**src/rtl/ins_fetch_if.sv**
```systemverilog
// ins_fetch_if: fetch controller bundle toward insMem and the decode stage.
interface ins_fetch_if #(
    parameter int ADDR_W = 32,
    parameter int DATA_W = 32
);
    logic              start;
    logic              halt;
    logic              redirect;
    logic [ADDR_W-1:0] redirect_pc;
    logic              mem_l;
    logic [ADDR_W-1:0] mem_addr;
    logic [DATA_W-1:0] mem_q;
    logic [DATA_W-1:0] inst;
    logic [ADDR_W-1:0] inst_pc;
    logic              inst_valid;
    logic              inst_ready;
    logic              busy;

    modport master (
        input  start, halt, redirect, redirect_pc, mem_q, inst_ready,
        output mem_l, mem_addr, inst, inst_pc, inst_valid, busy
    );

    modport slave (
        output start, halt, redirect, redirect_pc, mem_q, inst_ready,
        input  mem_l, mem_addr, inst, inst_pc, inst_valid, busy
    );
endinterface

```
**src/rtl/ins_fetch_ctrl.sv**
```systemverilog
// ins_fetch_ctrl: owns the PC, strobes insMem init, streams one instruction per cycle to decode.
module ins_fetch_ctrl #(
    parameter int ADDR_W      = 32,
    parameter int DATA_W      = 32,
    parameter int RESET_PC    = 0,
    parameter int PC_STEP     = 1,
    parameter int INIT_CYCLES = 1
) (
    input  logic         clk,
    input  logic         rst,
    ins_fetch_if.master  f
);
    localparam int CNT_W = (INIT_CYCLES < 2) ? 1 : $clog2(INIT_CYCLES + 1);

    typedef enum logic [1:0] {IDLE, INIT, RUN, DRAIN} state_t;

    state_t            r_state, w_next;
    logic [CNT_W-1:0]  r_cnt;
    logic [ADDR_W-1:0] r_pc;
    logic [DATA_W-1:0] r_inst;
    logic [ADDR_W-1:0] r_inst_pc;
    logic              r_valid;
    logic              w_capture, w_redir;

    always_comb begin
        w_next    = r_state;
        w_capture = 1'b0;
        w_redir   = 1'b0;
        case (r_state)
            IDLE:  w_next = f.start ? INIT : IDLE;
            INIT:  w_next = (r_cnt == CNT_W'(INIT_CYCLES - 1)) ? RUN : INIT;
            RUN: begin
                w_redir   = f.redirect;
                w_next    = f.halt ? DRAIN : RUN;
                w_capture = !f.halt && !f.redirect && (!r_valid || f.inst_ready);
            end
            DRAIN: begin
                w_redir = f.redirect;
                w_next  = r_valid ? DRAIN : IDLE;
            end
            default: w_next = IDLE;
        endcase
    end

    always_ff @(posedge clk or posedge rst) begin
        if (rst) begin
            r_state   <= IDLE;
            r_cnt     <= '0;
            r_pc      <= ADDR_W'(RESET_PC);
            r_inst    <= '0;
            r_inst_pc <= '0;
            r_valid   <= 1'b0;
        end else begin
            r_state <= w_next;
            r_cnt   <= (r_state == INIT) ? r_cnt + CNT_W'(1) : '0;
            // redirect flushes the entry even if decode is ready this cycle
            if (w_redir) begin
                r_pc    <= f.redirect_pc;
                r_valid <= 1'b0;
            end else if (w_capture) begin
                r_inst    <= f.mem_q;
                r_inst_pc <= r_pc;
                r_valid   <= 1'b1;
                r_pc      <= r_pc + ADDR_W'(PC_STEP);
            end else if (r_state == DRAIN && f.inst_ready) begin
                r_valid <= 1'b0;
            end
        end
    end

    assign f.mem_l      = (r_state == INIT);
    assign f.busy       = (r_state != IDLE);
    assign f.mem_addr   = r_pc;
    assign f.inst       = r_inst;
    assign f.inst_pc    = r_inst_pc;
    assign f.inst_valid = r_valid;
endmodule

```
**src/flat_wrapper.sv**
```systemverilog
// flat-port wrapper written by rule: the top's interface ports become plain ports
module ins_fetch_ctrl_flat 
#(
    parameter int ADDR_W      = 32,
    parameter int DATA_W      = 32,
    parameter int RESET_PC    = 0,
    parameter int PC_STEP     = 1,
    parameter int INIT_CYCLES = 1
)
  (clk, rst, f_start, f_halt, f_redirect, f_redirect_pc, f_mem_q, f_inst_ready, f_mem_l, f_mem_addr, f_inst, f_inst_pc, f_inst_valid, f_busy);
  ins_fetch_if #(.ADDR_W(ADDR_W), .DATA_W(DATA_W)) f_i ();
  input  logic clk;
  input  logic rst;
  input wire logic [$bits(f_i.start)-1:0] f_start;
  input wire logic [$bits(f_i.halt)-1:0] f_halt;
  input wire logic [$bits(f_i.redirect)-1:0] f_redirect;
  input wire logic [$bits(f_i.redirect_pc)-1:0] f_redirect_pc;
  input wire logic [$bits(f_i.mem_q)-1:0] f_mem_q;
  input wire logic [$bits(f_i.inst_ready)-1:0] f_inst_ready;
  output wire logic [$bits(f_i.mem_l)-1:0] f_mem_l;
  output wire logic [$bits(f_i.mem_addr)-1:0] f_mem_addr;
  output wire logic [$bits(f_i.inst)-1:0] f_inst;
  output wire logic [$bits(f_i.inst_pc)-1:0] f_inst_pc;
  output wire logic [$bits(f_i.inst_valid)-1:0] f_inst_valid;
  output wire logic [$bits(f_i.busy)-1:0] f_busy;
  assign f_i.start = f_start;
  assign f_i.halt = f_halt;
  assign f_i.redirect = f_redirect;
  assign f_i.redirect_pc = f_redirect_pc;
  assign f_i.mem_q = f_mem_q;
  assign f_i.inst_ready = f_inst_ready;
  assign f_mem_l = f_i.mem_l;
  assign f_mem_addr = f_i.mem_addr;
  assign f_inst = f_i.inst;
  assign f_inst_pc = f_i.inst_pc;
  assign f_inst_valid = f_i.inst_valid;
  assign f_busy = f_i.busy;
  ins_fetch_ctrl #(.ADDR_W(ADDR_W), .DATA_W(DATA_W), .RESET_PC(RESET_PC), .PC_STEP(PC_STEP), .INIT_CYCLES(INIT_CYCLES)) u_core (.clk(clk), .rst(rst), .f(f_i));
endmodule
```
**config.mk**
```make
export PLATFORM = sky130hd
export DESIGN_NAME = ins_fetch_ctrl_flat
export DESIGN_NICKNAME = d
export VERILOG_FILES = /design/src/rtl/ins_fetch_if.sv /design/src/rtl/ins_fetch_ctrl.sv /design/src/flat_wrapper.sv
export SDC_FILE = /design/constraint.sdc
export NUM_CORES = 1
export LEC_CHECK = 0
export BUFFER_PORTS_ARGS = -buffer_cell sky130_fd_sc_hd__buf_2
export CORE_ASPECT_RATIO = 1.1
export CORE_UTILIZATION = 53
export DETAILED_ROUTE_END_ITERATION = 10
export PLACE_DENSITY_LB_ADDON = 0.12
export SYNTH_ARGS = -nofsm -noshare
export SYNTH_HDL_FRONTEND = slang
export SYNTH_SLANG_ARGS = --single-unit
```
**constraint.sdc**
```tcl
create_clock -name clk -period 6.33 [get_ports clk]
set_input_delay 0.633 -clock clk [delete_from_list [all_inputs] [get_ports clk]]
set_output_delay 0.633 -clock clk [all_outputs]
set_load 0.005 [all_outputs]
```
== Yosys cells after proc, flatten, opt, wreduce, memory -nomap -nowiden ==
Cells that the tools add are included.

* Register bits after elaboration: 100
* Input port bits: 70
* Output and inout bits: 99
* Logic and storage cells: 38

* Add/subtract/negate cells: 2
* Equality and inequality tests: 3
* Multiplexer cells: 13
* Bitwise logic cells: 1
* Reductions and logical operators: 13

{| class="wikitable"
|+ Operators with widths
! operator !! number
|-
| two-way mux 32 bit || 2
|-
| adder 32 x 1 -> 32 bit (second input constant) || 1
|-
| two-way mux 1 bit || 8
|-
| case mux 2 bit (4 select lines) || 1
|-
| == test 2 bit (second input constant) || 2
|-
| two-way mux 2 bit || 2
|-
| nonzero test 2 bit || 2
|-
| logical AND 1 bit || 3
|-
| zero test 1 bit || 3
|-
| nonzero test 3 bit || 1
|-
| == test 2 x 1 -> 1 bit (second input constant) || 1
|-
| zero test 2 bit || 1
|-
| AND reduction 2 bit || 1
|-
| OR reduction 2 bit || 1
|-
| adder 1 bit (second input constant) || 1
|-
| logical OR 1 bit || 1
|-
| inverter 1 bit || 1
|}

== Depth between registers and ports, before layout ==
* Word-level depth: 6
* Mapped depth: 7
* Depth with buffers taken out: 6

== Least setup slack after synthesis ==
Ideal clock, no wire load.

* Kind: flip-flop to flip-flop
* Start: register u_core.r_pc[0], in the netlist u_core.f.mem_addr[0]
* End: register u_core.r_pc[30], in the netlist u_core.f.mem_addr[30]
* Library setup time: 0.087 ns
* Arrival: 2.047 ns
* Data required time: 6.243 ns
* Path slack: 4.196 ns
* Stages on the path, launching flop included: 7
* Path buffers: 0
* Clock period less this slack: 2.134 ns
* Cell sequence: dfrtp_1 -> ha_1 -> nand4_2 -> nor4_4 -> nand4_2 -> or4_1 -> o211ai_1

* Longest elaborated chain between the ends: 3

{| class="wikitable"
|+ Ends and longest elaborated chain
! what !! RTL line !! text
|-
| start: declaration || ins_fetch_ctrl.sv:19 || <nowiki>logic [ADDR_W-1:0] r_pc;</nowiki>
|-
| start signal: assignment || ins_fetch_ctrl.sv:49 || <nowiki>r_pc <= ADDR_W'(RESET_PC);</nowiki>
|-
| start signal: assignment || ins_fetch_ctrl.sv:58 || <nowiki>r_pc <= f.redirect_pc;</nowiki>
|-
| start signal: assignment || ins_fetch_ctrl.sv:64 || <nowiki>r_pc <= r_pc + ADDR_W'(PC_STEP);</nowiki>
|-
| adder 32 x 1 -> 32 bit || ins_fetch_ctrl.sv:64 ||
|-
| two-way mux 32 bit || ins_fetch_ctrl.sv:60 || <nowiki>end else if (w_capture) begin</nowiki>
|-
| two-way mux 32 bit || ins_fetch_ctrl.sv:57 || <nowiki>if (w_redir) begin</nowiki>
|}

Every way passes these cells. The select of a mux whose other input is x is not followed.
A chain may end at the register's enable or synchronous reset.

== Worst setup path in the final report ==
* Start: register u_core.r_state[1]
* End: register u_core.r_pc[15], in the netlist u_core.f.mem_addr[15]

* Longest elaborated chain between the ends: 4
* Elaborated cells between the ends (all ways): 7
* Classes of those cells: 2 x eq/ne; 3 x mux; 2 x reduce/logical

{| class="wikitable"
|+ Ends and longest elaborated chain
! what !! RTL line !! text
|-
| start: declaration || ins_fetch_ctrl.sv:17 || <nowiki>state_t r_state, w_next;</nowiki>
|-
| start signal: assignment || ins_fetch_ctrl.sv:54 || <nowiki>r_state <= w_next;</nowiki>
|-
| == test 2 bit || ins_fetch_ctrl.sv:29 || <nowiki>case (r_state)</nowiki>
|-
| OR reduction 2 bit (no source line) || n/a ||
|-
| two-way mux 1 bit || ins_fetch_ctrl.sv:29 ||
|-
| two-way mux 32 bit or nonzero test 2 bit (tied branches) || n/a ||
|}

Parallel ways exist; a longest one is shown, timed or not.

==> impl_metrics.json <==
{
  "p_sw_share_pct": 39.9,
  "ys_seq_area_share_pct": 54.7,
  "holdBufCountCts": 0,
  "hold_viol_final": 0,
  "fill_cells": 753,
  "grt_antenna_before_repair": 0,
  "finClkSkew_ps": 13.7,
  "yosysTopAreaCell": "dfrtp_1",
  "pwr-share-clk_pct": 15.2,
  "grt_use_total_pct": 27.1,
  "die-area_um2": 9000,
  "synth_flop_cell": "dfrtp_1",
  "layout_setup_ws_ps": 3670,
  "vias": 4332,
  "clk_latency_ps": 370,
  "die_w_um": 90.5,
  "power_density_nw_per_um2": 440,
  "die_h_um": 99.4,
  "cts_resized": 0,
  "io_pins": 169,
  "cts-root-to-sink-buffers": 2,
  "detail_route.wl_per_cell_um": 15.0,
  "routed_via_density": 5.42,
  "diodes": 0,
  "worstPathRequired_ps": 6580,
  "p_seq_share_pct": 49.6,
  "maxSlewHeadroom_pct": 31.0,
  "holdWs_ps": 324,
  "syn_inst": 529,
  "fp-row-count": 35,
  "status": "finished clean",
  "drtAntennaViolNets": 0,
  "intPower_mw": 1.50,
  "p_total_mw": 2.49,
  "syn_avg_cell_area_um2": 8.64,
  "drt_iter0_markers": 232,
  "grt_first_pass_wirelength_um": 19300,
  "synthTopCellsByArea": "dfrtp_1, nand2_1, nand3_1",
  "slowest_delay_ps": 650,
  "crit_fanout": 50,
  "grt_remaining_overflow": 0,
  "ys_warn_count": 0,
  "path_clk_slew_ps": 110,
  "grt_pass1_vias": 3961,
  "start_util_pct": 54.6,
  "cp-end-kind": "flop",
  "drc_errors": 0,
  "crit_type": "flop to flop",
  "grt_setup_unrepaired": "false",
  "clockRootBuffer": "clkbuf_8",
  "area_growth_pct": 23.8,
  "netSwitchingPower_uw": 992,
  "portBuffers": 168,
  "hpwl_um": 8250,
  "place_ws_ps": 3470,
  "cp.arrival_ps": 2910,
  "routed_wirelength_um": 12000,
  "p_leak_nw": 3.02,
  "layout-drive-gt1-share_pct": 28.8,
  "cap_violations": 0,
  "path_cells": "nor2b_1, and3_2, buf_4, nand2_1, o311ai_0",
  "peakVddDrop_v": 0.000263,
  "startpoint_type": "flop",
  "fin_crit_ps": 2660,
  "grt_max_degree": 96,
  "numCtsBuffers": 9,
  "cts_tree": "done",
  "hold_path.class": "input pin to asynchronous set/reset pin",
  "min_period_over_period_pct": 42.0,
  "synth_edf_count": 0,
  "ys_ff_latch": 100,
  "synth_nets": 600,
  "ys_types": 41,
  "clock_sinks": 100,
  "fin_setup_tns_ps": 0,
  "post_cts_buffers": 0,
  "gp_congestion": 0.858,
  "htreeDepth": 3,
  "async_flop_share_pct": 100,
  "maxSlewViolCount": 0,
  "first_pass_iters": 4,
  "synth_top_area_share_pct": 54.7,
  "crit_slowest_cell": "and3_2",
  "netlist_area_um2": 4570,
  "layout.nets": 754,
  "fmax_mhz": 376,
  "coreArea_um2": 8360,
  "r2r_cells": 5,
  "combinationalPowerShare_pct": 35.2,
  "worst_pin_slew_ps": 1040,
  "setup-violations-final": 0
}
-- power groups by stage --
stage | Sequential, mW | Clock, mW | Combinational, mW
after floorplan | 1.20 | 0 | 0.454
after global placement | 1.22 | 0 | 0.855
after detailed placement | 1.24 | 0 | 0.889
after CTS | 1.23 | 0.384 | 0.890
after global routing | 1.28 | 0.404 | 0.991
final | 1.23 | 0.378 | 0.877
-- worst paths after layout --
path | from | to | slack, ps
max | u_core.r_state[1] | u_core.f.mem_addr[15] | 3670
min | rst | u_core.f.inst[22] | 320
max reg2reg | u_core.r_state[1] | u_core.f.mem_addr[15] | 3670
min reg2reg | u_core.r_cnt | u_core.r_cnt | 460
max in group asynchronous | rst | u_core.f.mem_addr[22] | 4890
min in group clk | f_mem_q[6] | u_core.f.inst[6] | 440
-- routing by layer --
| metal | vias to the layer above | global-route usage [%] | routed length [µm] | share of wire [%] |
|---|---|---|---|---|
| li1 | 2092 | - | - | - |
| met1 | 2053 | 37.0 | 5120 | 43 |
| met2 | 171 | 43.6 | 5820 | 49 |
| met3 | 16 | 5.05 | 871 | 7.3 |
| met4 | 0 | 9.80 | 180 | 1.5 |
| met5 | - | 0 | 0 | 0 |
-- cells in the final DEF, fill, tap and decap left out, drive strengths merged --
cell type and instances:
o22ai 1, a21oi 5, buf 172, clkinvlp 3, or4 2, mux2i 2, o21a 1, nand2b 3
nand2 230, xor2 1, o311ai 12, or3 3, nor2b 3, nor4 3, clkinv 1, ha 1
a221o 5, o21ai 19, a31oi 3, dfrtp 100, a21o 3, clkbuf 10, nand3 21, mux4 1
a41oi 2, and4 1, nor2 23, a32oi 3, nand3b 1, nand4 14, nor3 6, o211ai 9
and2 5, inv 9, a22oi 4, nand4b 1, or2 2, and3 3
-- Yosys cell counts, types with 4 or more instances --
library cell	instances
nand4_1	12
clkbuf_1	24
nand3_1	21
dfrtp_1	100
a221o_1	5
nand2_1	230
nor2_1	23
o21ai_0	19
o211ai_1	9
nor3_1	6
inv_1	7
a22oi_1	4
a21oi_1	5
o311ai_0	12
-- through the flow --
stage / std cells / area (µm²) / utilization [%]
after detailed placement: 783 / 5480 / 65.6
after global routing: 799 / 5660 / 67.7
after floorplan: 529 / 4570 / -
final: 799 / 5660 / 67.7
after CTS: 799 / 5660 / 67.7
after global placement: 783 / 5480 / 65.6
-- critical path: cells and delay by family, from the launching register on --
family                 cells  cell delay (ps)
and+or+nand+nor            3             1130
buffers and inverters      1              540
DFF                        1              480
AOI/OAI and AO/OA          1              370
-- logic make-up after synthesis --
group | Yosys count | synth area share (%)
XOR/XNOR | 1 | 0.192
flip-flops | 100 | 54.7
multiplexers | 3 | 0.931
adder cells (fa/ha/maj) | 1 | 0.274
AND/OR/NAND/NOR | 321 | 30.5
AO/OA/AOI/OAI | 67 | 10.3
buffers and inverters | 36 | 3.04
-- state kept, by name (all words and copies together), names as in the netlist --
name,count
u_core.f.inst_valid,1
u_core.f.mem_addr,32
u_core.f.inst,32
u_core.f.inst_pc,32
u_core.r_state,2
u_core.r_cnt,1
-- area by class of cell --
cell class | instances | area [µm²] | share of cell area (%)
Clock buffer | 10 | 128 | 2.26
Clock inverter | 6 | 47.5 | 0.840
Tap cell | 111 | 139 | 2.45
Multi-Input combinational cell | 393 | 1940 | 34.3
Sequential cell | 100 | 2500 | 44.2
Inverter | 7 | 28.8 | 0.509
Timing Repair Buffer | 172 | 871 | 15.4
No activity file was read; power rests on OpenSTA's default activity.
